$ cat config.mk
export PLATFORM = sky130hd
export DESIGN_NAME = trigger_qualify
export DESIGN_NICKNAME = d
export VERILOG_FILES = /design/src/rtl/trigger_qualify.sv
export SDC_FILE = /design/constraint.sdc
export NUM_CORES = 1
export LEC_CHECK = 0
export BUFFER_PORTS_ARGS = -buffer_cell sky130_fd_sc_hd__buf_2
export CAP_MARGIN = 20
export CORE_MARGIN = 3
export CORE_UTILIZATION = 45
export CTS_CLUSTER_SIZE = 28
export DETAILED_ROUTE_END_ITERATION = 8
export GPL_TIMING_DRIVEN = 0
export PLACE_DENSITY = 0.63
export SLEW_MARGIN = 20
export SYNTH_ARGS = -nofsm -noshare
export SYNTH_HDL_FRONTEND = slang
export SYNTH_SLANG_ARGS = --single-unit
export TNS_END_PERCENT = 1
$ cat constraint.sdc
create_clock -name clk -period 2.9 [get_ports clk]
set_input_delay 0.29 -clock clk [delete_from_list [all_inputs] [get_ports clk]]
set_output_delay 0.29 -clock clk [all_outputs]
set_load 0.03 [all_outputs]
$ cat src/rtl/trigger_qualify.sv
// Trigger input qualifier: synchronises a slow external level, requires STABLE consecutive
// equal samples before accepting a change, and reports level, edge strobes and a rise count.
module trigger_qualify #(
  parameter int unsigned STABLE = 20000000 / 1000,
  parameter int unsigned CNT_W  = 32,
  parameter int unsigned EVT_W  = 16
) (
  input  logic             clk,
  input  logic             rst_n,
  input  logic             sig_i,
  input  logic             en_i,
  input  logic             clr_i,
  output logic             level_o,
  output logic             rise_o,
  output logic             fall_o,
  output logic [EVT_W-1:0] evt_o
);

  typedef enum logic [1:0] {
    LOW     = 2'd0,
    QUAL_HI = 2'd1,
    HIGH    = 2'd2,
    QUAL_LO = 2'd3
  } state_t;

  localparam logic [CNT_W-1:0] CNT_LAST = CNT_W'(STABLE - 1);
  localparam bit               ONE_SHOT = (STABLE == 1);

  logic [1:0]       sync_q;
  logic             in_s;
  state_t           state_q, state_d;
  logic [CNT_W-1:0] cnt_q, cnt_d;
  logic             rise_d, fall_d, level_d;

  assign in_s = sync_q[1];

  always_ff @(posedge clk or negedge rst_n) begin
    if (!rst_n) sync_q <= '0;
    else        sync_q <= {sync_q[0], sig_i};
  end

  always_comb begin
    state_d = state_q;
    cnt_d   = cnt_q;
    rise_d  = 1'b0;
    fall_d  = 1'b0;
    if (!en_i) begin
      // Fall back to whichever stable state matches the level already presented.
      state_d = level_o ? HIGH : LOW;
      cnt_d   = '0;
    end else begin
      case (state_q)
        LOW: begin
          if (in_s) begin
            if (ONE_SHOT) begin
              state_d = HIGH;
              rise_d  = 1'b1;
            end else begin
              state_d = QUAL_HI;
              cnt_d   = CNT_W'(1);
            end
          end
        end
        QUAL_HI: begin
          if (!in_s) begin
            state_d = LOW;
            cnt_d   = '0;
          end else if (cnt_q == CNT_LAST) begin
            state_d = HIGH;
            cnt_d   = '0;
            rise_d  = 1'b1;
          end else begin
            cnt_d = cnt_q + CNT_W'(1);
          end
        end
        HIGH: begin
          if (!in_s) begin
            if (ONE_SHOT) begin
              state_d = LOW;
              fall_d  = 1'b1;
            end else begin
              state_d = QUAL_LO;
              cnt_d   = CNT_W'(1);
            end
          end
        end
        QUAL_LO: begin
          if (in_s) begin
            state_d = HIGH;
            cnt_d   = '0;
          end else if (cnt_q == CNT_LAST) begin
            state_d = LOW;
            cnt_d   = '0;
            fall_d  = 1'b1;
          end else begin
            cnt_d = cnt_q + CNT_W'(1);
          end
        end
        default: begin
          state_d = LOW;
          cnt_d   = '0;
        end
      endcase
    end
    level_d = (state_d == HIGH) || (state_d == QUAL_LO);
  end

  always_ff @(posedge clk or negedge rst_n) begin
    if (!rst_n) begin
      state_q <= LOW;
      cnt_q   <= '0;
      level_o <= 1'b0;
      rise_o  <= 1'b0;
      fall_o  <= 1'b0;
      evt_o   <= '0;
    end else begin
      state_q <= state_d;
      cnt_q   <= cnt_d;
      level_o <= level_d;
      rise_o  <= rise_d;
      fall_o  <= fall_d;
      if (clr_i)       evt_o <= '0;
      else if (rise_d) evt_o <= evt_o + EVT_W'(1);
    end
  end

endmodule

# Word level (Yosys, flattened, before mapping)
# Index checks and enable logic that the tools add are counted.
[word_totals]
output_inout_bits = 19
register_bits = 55
inputBits = 5
[classes]
n_reduce_logical = 4
addsub = 2
n_eq_ne = 8
n_mux = 25
[op_table]
columns = ["operator", "n"]
rows = [
  ["two-way mux 32 bit", 6],
  ["one-hot mux 32 bit (4 select lines)", 1],
  ["adder 32 x 1 -> 32 bit, second input constant", 1],
  ["equality test 32 x 15 -> 1 bit, second input constant", 1],
  ["two-way mux 16 bit", 2],
  ["adder 16 x 1 -> 16 bit, second input constant", 1],
  ["two-way mux 2 bit", 8],
  ["equality test 2 bit, second input constant", 4],
  ["one-hot mux 2 bit (4 select lines)", 1],
  ["two-way mux 1 bit", 7],
  ["inequality test 3 bit, second input constant", 2],
  ["equality test 2 x 1 -> 1 bit, second input constant", 1],
  ["zero test 2 bit", 1],
  ["AND reduction 2 bit", 1],
  ["nonzero test 2 bit", 1],
  ["logical OR 1 bit", 1],
]

# Depth between registers and ports, before layout
# Gate-level depths: netlist of the first run.
[logic_depth]
ltp_word = 7
ltp_mapped = 9
ltp_nobuf = 6

# Worst setup path after synthesis of the first run
# Ideal clock, no wire load.
[synth_path]
kind = "register -> register"
from = "reg cnt_q[12]"
to = "reg evt_o[10]"
synth_period_minus_slack_ns = 2.331
setup_ns = 0.078
path_buffers = 2
t_required_ns = 2.822
arrival_ns = 2.253
path_stages_with_launch = 8
slack_ns = 0.569
path_cell_list = "dfrtp_1 -> nor4_2 -> nand4_2 -> or4_4 -> buf_6 -> buf_6 -> or4_1 -> a21oi_1"
[synth_via]
elab_chain_cells = 6
[synth_rtl]
columns = ["element", "line", "text"]
rows = [
  ["start: declaration", "32", "logic [CNT_W-1:0] cnt_q, cnt_d;"],
  ["start signal: assignment", "118", "cnt_q <= cnt_d;"],
  ["equality test 32 x 15 -> 1 bit", "68", "end else if (cnt_q == CNT_LAST) begin"],
  ["two-way mux 1 bit", "68", ""],
  ["two-way mux 1 bit", "65", "if (!in_s) begin"],
  ["two-way mux 1 bit", "52", "case (state_q)"],
  ["two-way mux 1 bit", "47", "if (!en_i) begin"],
  ["nonzero test 2 bit (no source line)", "--", ""],
  ["end signal: assignment", "123", "else if (rise_d) evt_o <= evt_o + EVT_W'(1);"],
  ["end: declaration", "16", "output logic [EVT_W-1:0] evt_o"],
]
# Every way passes these cells.
# A chain may end at the register's enable or synchronous reset.

# Worst setup path in the final report of the first run
[layout_path]
from = "reg cnt_q[0]"
to = "reg cnt_q[13]"
[layout_via]
elab_chain_cells = 5
[layout_rtl]
columns = ["element", "line"]
rows = [
  ["adder 32 x 1 -> 32 bit / equality test 32 x 15 -> 1 bit (equally long branches)", "--"],
  ["two-way mux 32 bit (*)", "68, 91"],
  ["two-way mux 32 bit, on equally long branches", "88, 65"],
  ["one-hot mux 32 bit (4 select lines) (*)", "52"],
  ["two-way mux 32 bit (*)", "47"],
]
# Every way passes the cells marked *; elsewhere a longest branch is shown, timed or not.

==> results.txt, run 1 <==
The run finished with clean final reports. After legalization and detailed placement, the total HPWL measured between 4000 and 5000 um. The number of inserted diodes came out at 0. The final cycle utilization of the critical path is 0.9205. The final core area utilization came out at 0.5275. The capturing element type of the critical path is a flip-flop.

The total overflow left after global routing is 0. The clock skew after layout is 0.009246 ns. Post-CTS timing repair inserted 0 buffers for setup. The clock latency reported for the late side of the worst-skew pair is 0.31 ns. The slack of the critical path is 0.2305 ns. Using the TritonRoute via totals, the vias-per-cell ratio works out to ~6.0. The post-cts sizing count came out at 0. The worst IR drop on VDD came out at 0.0001803 V. The internal power summed over all cells is about 1.2 mW.

The post-placement worst setup slack came out at 0.2518 ns. The upper clock frequency limit came out at approximately 0.37 GHz. TritonCTS built the clock tree.

For the finished layout, the period the worst path requires is 2.670 ns. The placed instance count is around 420. Dividing the detail-routed wire length by the instance count gives around 16 um.

The ratio of cells with drive above 1 in the final layout came out at 0.1236. The count of input and output buffers came out at 23. The largest net degree at the start of global routing came out at between 50 and 60.

The post-synthesis to final-layout area growth is 11.48%. The min-delay analysis places its worst path in the category input port to asynchronous set/reset pin. The worst register-to-register path begins at cnt_q[0].

The flip-flop and latch count after synthesis came out at 55. The final wirelength came out at 6926 um. The reported max-cap violation count is 0. The final-report setup violation count is 0. The finished layout holds approximately 430 standard cells, fillers aside. The proportion of power drawn by combinational gates is 0.091. The remaining antenna violation count after routing is 0. The largest fanout of any net on the critical path came out at 10. The worst-case clock buffer depth came out at 2. The H-tree was split into 2 levels. Of the total power, the share spent switching nets is 0.2448. The height of the die came out at about 89 um. For the pin with the worst max-slew slack, the measured transition is between 0.8 and 0.9 ns. The clock share of power came out at 0.393.

The average cell area after synthesis came out at just under 10 sq um. For this run, the total global-route usage over all layers was measured as 0.1946. The number of endpoints with negative hold slack in the final report is 0. Summed over all cells, the static leakage comes to ~1.3 nW. The routability-driven placement congestion ratio came out at approximately 0.80. The logic depth of the worst register-to-register path is 8. The leading cell type by number of instances after synthesis is sky130_fd_sc_hd__dfrtp_1. The type of origin of the critical path is a flip-flop. The total die area is about 7900 sq um.

The max-slew violation total from the final report came out at 0. The slack of the worst reg-to-reg path is roughly 0.23 ns. Of the post-synthesis cell area, the dominant cell type holds 0.4479. Synthesis produced a netlist with a net count of around 320. The critical path is of the flip-flop to flip-flop type. The fraction of synthesis flops using an asynchronous set or reset pin came out at 1.000. The via count of the first global-routing pass is around 2500. Among all flip-flop cells after synthesis, the most frequent one is sky130_fd_sc_hd__dfrtp_1. Before antenna repair, the detailed router went through 4 iterations. The netlist area before placement is about 3100 sq um. After layout, the design draws a total of ~1.5 mW. The width of the chip is roughly 90 um. Summing over every cut layer, the via total after detailed routing is approximately 2600. The number of primary I/O pins came out at 24.

For the final routed database, the setup TNS stands at 0 ns. The total CTS buffers is 5. The endpoint of the worst-slack reg-to-reg timing path is cnt_q[13]. The number of flops mapped to enable cells by yosys came out at 0. After technology mapping, the gate count stands at ~320. The largest total area in the synthesized netlist belongs to sky130_fd_sc_hd__dfrtp_1. For this design the ratio of total power to cell area is approximately 450 nW/um^2. Clock tree synthesis selected as its root buffer the cell sky130_fd_sc_hd__clkbuf_8.

The warning count from the yosys run came out at 0. The part of the Yosys area used for sequential elements came out at 0.4479. The initial standard-cell utilization of the core is 0.4731. The number of remaining DRC errors is 0. The number of nets at the end of the flow is between 300 and 400. Setup repair after global routing left no endpoint under its margin. The number of standard-cell rows in the floorplan is 29.

The data required time of the critical path is around 3.1 ns. The net switching power is ~0.38 mW. The floorplan core area is 6495 sq um.

The initial antenna violation count came out at 0. The count of unique library cells instantiated by Yosys is 49. In the synthesized netlist, the cells that appear most often are 55 x sky130_fd_sc_hd__dfrtp_1, 23 x sky130_fd_sc_hd__nand2_1, 23 x sky130_fd_sc_hd__nor3b_1, 20 x sky130_fd_sc_hd__nand3_1.

Measured against its own limit, the worst slew margin works out to 0.4054. The clock net sink count is 55. By area the synthesized netlist is led by sky130_fd_sc_hd__dfrtp_1 45%, sky130_fd_sc_hd__nor3b_1 5.6%, sky130_fd_sc_hd__xnor2_1 3.7%. The global-route wire length before repair came out at approximately 12000 um.

The number of DRC markers in iteration 0 is around 140. The relative contribution of sequential cells to total power came out at 0.516. The endpoint arrival time on the critical path is 2.85 ns. The count of hold buffers inserted by post-cts repair is 0.

The clock-pin slew on the worst setup and hold paths is approximately 0.10 ns.
[power by group through the flow]
stage / clock (mW) / sequential [mW] / combinational, mW
2_1_floorplan: 0 / 0.809 / 0.0800
3_3_place_gp: 0 / 0.807 / 0.137
3_5_place_dp: 0 / 0.807 / 0.139
4_1_cts: 0.618 / 0.792 / 0.140
5_1_grt: 0.654 / 0.795 / 0.158
6_report: 0.604 / 0.792 / 0.139
[per-layer routing]
layer	track usage	wire, um	up-vias
met2	0.2922	3051	56
met1	0.2995	3560	1252
met4	0.03297	40	0
met3	0.03073	273	5
li1	-	-	1251
met5	0	0	-
[layout by cell type, fill, tap and decap left out, types with 3 or more instances in the layout]
cell	instances
sky130_fd_sc_hd__a31oi_1	6
sky130_fd_sc_hd__or4_1	15
sky130_fd_sc_hd__nand2_1	23
sky130_fd_sc_hd__xnor2_1	13
sky130_fd_sc_hd__a21oi_1	17
sky130_fd_sc_hd__or3_1	3
sky130_fd_sc_hd__xor2_1	12
sky130_fd_sc_hd__o21ai_0	4
sky130_fd_sc_hd__inv_1	13
sky130_fd_sc_hd__and4_1	4
sky130_fd_sc_hd__dfrtp_1	55
sky130_fd_sc_hd__nor3_1	4
sky130_fd_sc_hd__o31ai_1	12
sky130_fd_sc_hd__nor4_1	7
sky130_fd_sc_hd__nand4_1	17
sky130_fd_sc_hd__clkbuf_8	5
sky130_fd_sc_hd__nor2_1	14
sky130_fd_sc_hd__clkbuf_1	12
sky130_fd_sc_hd__nor3b_1	23
sky130_fd_sc_hd__and3_1	5
sky130_fd_sc_hd__and2_1	4
sky130_fd_sc_hd__buf_2	23
sky130_fd_sc_hd__nand3_1	20
[worst max-delay path: stages (launching register included)]
cell and delay, ns:
sky130_fd_sc_hd__dfrtp_1 0.44, sky130_fd_sc_hd__ha_1 0.19, sky130_fd_sc_hd__and3_1 0.23, sky130_fd_sc_hd__nand4_1 0.18
sky130_fd_sc_hd__or3_1 0.34, sky130_fd_sc_hd__clkbuf_1 0.25, sky130_fd_sc_hd__a21oi_1 0.38, sky130_fd_sc_hd__clkbuf_1 0.41
sky130_fd_sc_hd__nor3b_1 0.11
[final cells by class]
| type | count | area [sq um] |
|---|---|---|
| fill | 598 | 3069 |
| tap | 77 | 96.34 |
| inverter | 13 | 48.80 |
| clock buffer | 6 | 72.57 |
| sequential | 55 | 1376 |
| buffer | 15 | 73.82 |
| timing repair buffer | 23 | 117.6 |
| multi-input combinational | 234 | 1580 |
| clock inverter | 2 | 60.06 |
[logic make-up after synthesis]
family / after synthesis / synth area share
AO/OA/AOI/OAI: 52 / 0.1148
buffers and inverters: 28 / 0.03949
XOR/XNOR: 25 / 0.07125
multiplexers: 1 / 0.003257
AND/OR/NAND/NOR: 154 / 0.3152
adder cells (fa/ha/maj): 2 / 0.008142
flip-flops: 55 / 0.4479
[how the worst max path moves through the flow]
stage,start,cells after the start,endpoint
finish,cnt_q[0],8,cnt_q[13]
global route,cnt_q[5],7,cnt_q[13]
CTS,cnt_q[22],7,cnt_q[19]
detailed placement,cnt_q[12],7,cnt_q[19]
global placement,cnt_q[5],7,cnt_q[19]
floorplan,cnt_q[12],7,evt_o[10]
[stage by stage]
stage / cell area [sq um] / hold WS [ns]
3_3_place_gp: 3284 / 0.3449
5_1_grt: 3426 / 0.06428
2_1_floorplan: 3073 / -0.005591
3_5_place_dp: 3292 / 0.3378
4_1_cts: 3425 / 0.04459
6_report: 3426 / 0.01825
[flip-flops by register name (all words and copies together), names as in the netlist]
| signal | count |
|---|---|
| rise_o | 1 |
| cnt_q | 32 |
| sync_q | 2 |
| evt_o | 16 |
| state_q | 2 |
| fall_o | 1 |
| level_o | 1 |
No activity file was read; power rests on OpenSTA's default activity.
==> run 2: changes to the inputs <==
--- a/config.mk
+++ b/config.mk
@@ -12,7 +12,6 @@
 export CTS_CLUSTER_SIZE = 28
 export DETAILED_ROUTE_END_ITERATION = 8
 export GPL_TIMING_DRIVEN = 0
-export PLACE_DENSITY = 0.63
 export SLEW_MARGIN = 20
 export SYNTH_ARGS = -nofsm -noshare
 export SYNTH_HDL_FRONTEND = slang
==> results.txt, run 2 (same netlist as run 1, synthesis figures left out) <==
The flow ran to the end, and the final reports show no timing, DRC or antenna violations. The total number of vias came out at ~2600. The tightest min-delay check is of the input port to asynchronous set/reset pin type.

The worst IR drop on VDD is slightly below 0.0002 V. The flip-flop count of the largest register after layout came out at 32. Summed over all layers, the routed wires come to 7207 um.

The largest registers in the layout are cnt_q (32), evt_o (16). The initial antenna violation count came out at 0. The critical path in this run is classified as flip-flop to flip-flop. The slack of the critical path is 0.1560 ns. Clock-pin slew was measured on the worst setup and hold paths at roughly 0.1 ns.

The reported max-cap violation count came out at 0. Setup repair after global routing could not meet its margin everywhere. The largest fanout of any net on the critical path is 10.

Once layout is complete, the utilization of the core stands at 0.5203. The endpoint arrival time on the critical path came out at slightly below 3 ns. The family with the most delay on the worst path is simple AND/OR/NAND/NOR gates. The final-report setup violation count came out at 0. CTS placed an instance of sky130_fd_sc_hd__clkbuf_8 at the clock tree root. The net switching power came out at 0.3624 mW.

The H-tree was split into 2 levels. The worst-case clock buffer depth came out at 2. The register with the most flip-flops in the final layout is cnt_q. The upper clock frequency limit is approximately 0.36 GHz.

The max-slew violation total from the final report is 0. The worst-path cell with the longest stage delay is sky130_fd_sc_hd__dfrtp_1. The number of nets at the end of the flow came out at between 300 and 400. The worst-margin pin slew came out at 0.8889 ns. Total power for the finished layout comes to roughly 1.4 mW. The largest net degree at the start of global routing is 56. Compared with the post-synthesis result, the final layout area differs by 9.976%.

The number of standard-cell rows in the floorplan came out at 29. The via count of the first global-routing pass is between 2000 and 2500. The via density per instance is around 6. Before antenna repair, the detailed router went through 4 iterations. Fill cells in the final layout number between 600 and 700.

Detailed placement finished with a half-perimeter wire length of approximately 5000 um. Post-CTS repair changed the size of 0 cells. The library cell used most frequently in the layout, excluding fill and tap cells, is sky130_fd_sc_hd__dfrtp_1. The worst setup path is captured at a flip-flop.

In this run the static leakage power is about 1.3 nW. The share of total power dissipated in combinational logic is 0.102. The share of total power dissipated in the clock network is 0.317. The remaining antenna violation count after routing is 0. The number of DRC markers in iteration 0 came out at 141. STA classifies the critical path startpoint as a flip-flop. The number of remaining DRC errors is 0.

The routability-driven placement congestion ratio came out at 0.8374. The placed instance count is 417. The data required time of the critical path came out at ~3 ns. The relative contribution of sequential cells to total power came out at 0.581. The number of inserted diodes came out at 0. The width of the chip is slightly below 90 um. The number of endpoints with negative hold slack in the final report came out at 0.

The total die area came out at slightly below 8000 sq um. Buffers placed on the I/O ports in this run total 23. The relative max-transition margin came out at 0.4019.

Buffers inserted during clock tree synthesis total 5. After global routing the overflow that remains totals 0. The count of hold buffers inserted by post-cts repair came out at 0.

The internal power summed over all cells came out at around 1 mW. The floorplan core area came out at between 6000 and 7000 sq um. During I/O placement, the number of pins put on the boundary was 24.

In this design, the stage delay of the slowest critical-path cell is a little under 0.5 ns. The first global-routing pass estimated between 10000 and 15000 um of wire. The global-route usage over all layers is 0.1993. Of the cells placed in the final design, the portion with a size suffix greater than 1 is 0.1210. Walking the worst path, the cells encountered are nor4_2 > nand4_1 > or3_1 > clkbuf_1 > a21oi_1 > buf_1 > nor3b_1.

The clock net sink count is 55. The clock skew after layout came out at roughly 0.0065 ns. The library cells used most frequently in the layout, excluding fill and tap cells, are 55 x sky130_fd_sc_hd__dfrtp_1, 23 x sky130_fd_sc_hd__nand2_1, 23 x sky130_fd_sc_hd__buf_2, 23 x sky130_fd_sc_hd__nor3b_1, 20 x sky130_fd_sc_hd__nand3_1. The final cycle utilization of the critical path is 0.9462.

The post-placement worst setup slack came out at 0.1402 ns. The initial standard-cell utilization of the core is 0.4731. The clock latency reported for the late side of the worst-skew pair is 0.31 ns. Once layout is complete, the cells apart from fillers number approximately 420.

The post-route minimum period is between 2 and 3 ns. In this run the power density over the cells is roughly 400 nW/um^2. The switching power as a share of total power came out at 0.2658. The post-CTS setup-driven buffer insertion count came out at 0. The combined buffer and inverter count along the critical path is 2.

TritonCTS built the clock tree. The height of the die is 88.64 um. After detailed routing, the average wire length per cell comes to around 17 um.
[run 2: area by class of cell]
| cell class | instances | area [sq um] | share of cell area |
|---|---|---|---|
| Tap cell | 77 | 96.34 | 0.02851 |
| Clock buffer | 6 | 82.58 | 0.02444 |
| Inverter | 13 | 48.80 | 0.01444 |
| Multi-Input combinational cell | 234 | 1580 | 0.4676 |
| Sequential cell | 55 | 1376 | 0.4073 |
| Buffer | 15 | 72.57 | 0.02147 |
| Clock inverter | 1 | 5.005 | 0.001481 |
| Timing Repair Buffer | 23 | 117.6 | 0.03480 |
[run 2: path summary, 6_finish.rpt]
| path | cells past startpoint | from | endpoint | slack (ns) |
|---|---|---|---|---|
| max | 7 | cnt_q[5] | cnt_q[5] | 0.16 |
| min | 1 | rst_n | cnt_q[26] | 0.03 |
| max reg2reg | 7 | cnt_q[5] | cnt_q[5] | 0.16 |
| min reg2reg | 0 | sync_q[0] | sync_q[1] | 0.37 |
| max in group asynchronous | 1 | rst_n | rise_o | 2.42 |
| min in group clk | 1 | sig_i | sync_q[0] | 0.08 |
[run 2: per-layer routing]
layer  up-vias  global-route usage  routed length, um
met5         -                   0                  0
li1       1250                   -                  -
met3         6             0.03538                279
met4         0             0.05220                 74
met1      1284              0.3050               3679
met2        39              0.2888               3173
[run 2: through the flow]
stage	hold slack [ns]	cell area (sq um)	setup TNS (ns)
after CTS	0.05133	3379	0
after global placement	0.3464	3284	0
after detailed placement	0.3418	3292	0
after global routing	0.06427	3379	-1.953
after floorplan	-0.005591	3073	0
final	0.03096	3379	0
[run 2: power groups by stage]
stage / registers, mW / clock network, mW / logic (mW)
floorplan: 0.809 / 0 / 0.0800
global placement: 0.807 / 0 / 0.139
detailed placement: 0.807 / 0 / 0.140
CTS: 0.792 / 0.450 / 0.141
global route: 0.795 / 0.488 / 0.159
finish: 0.792 / 0.432 / 0.139
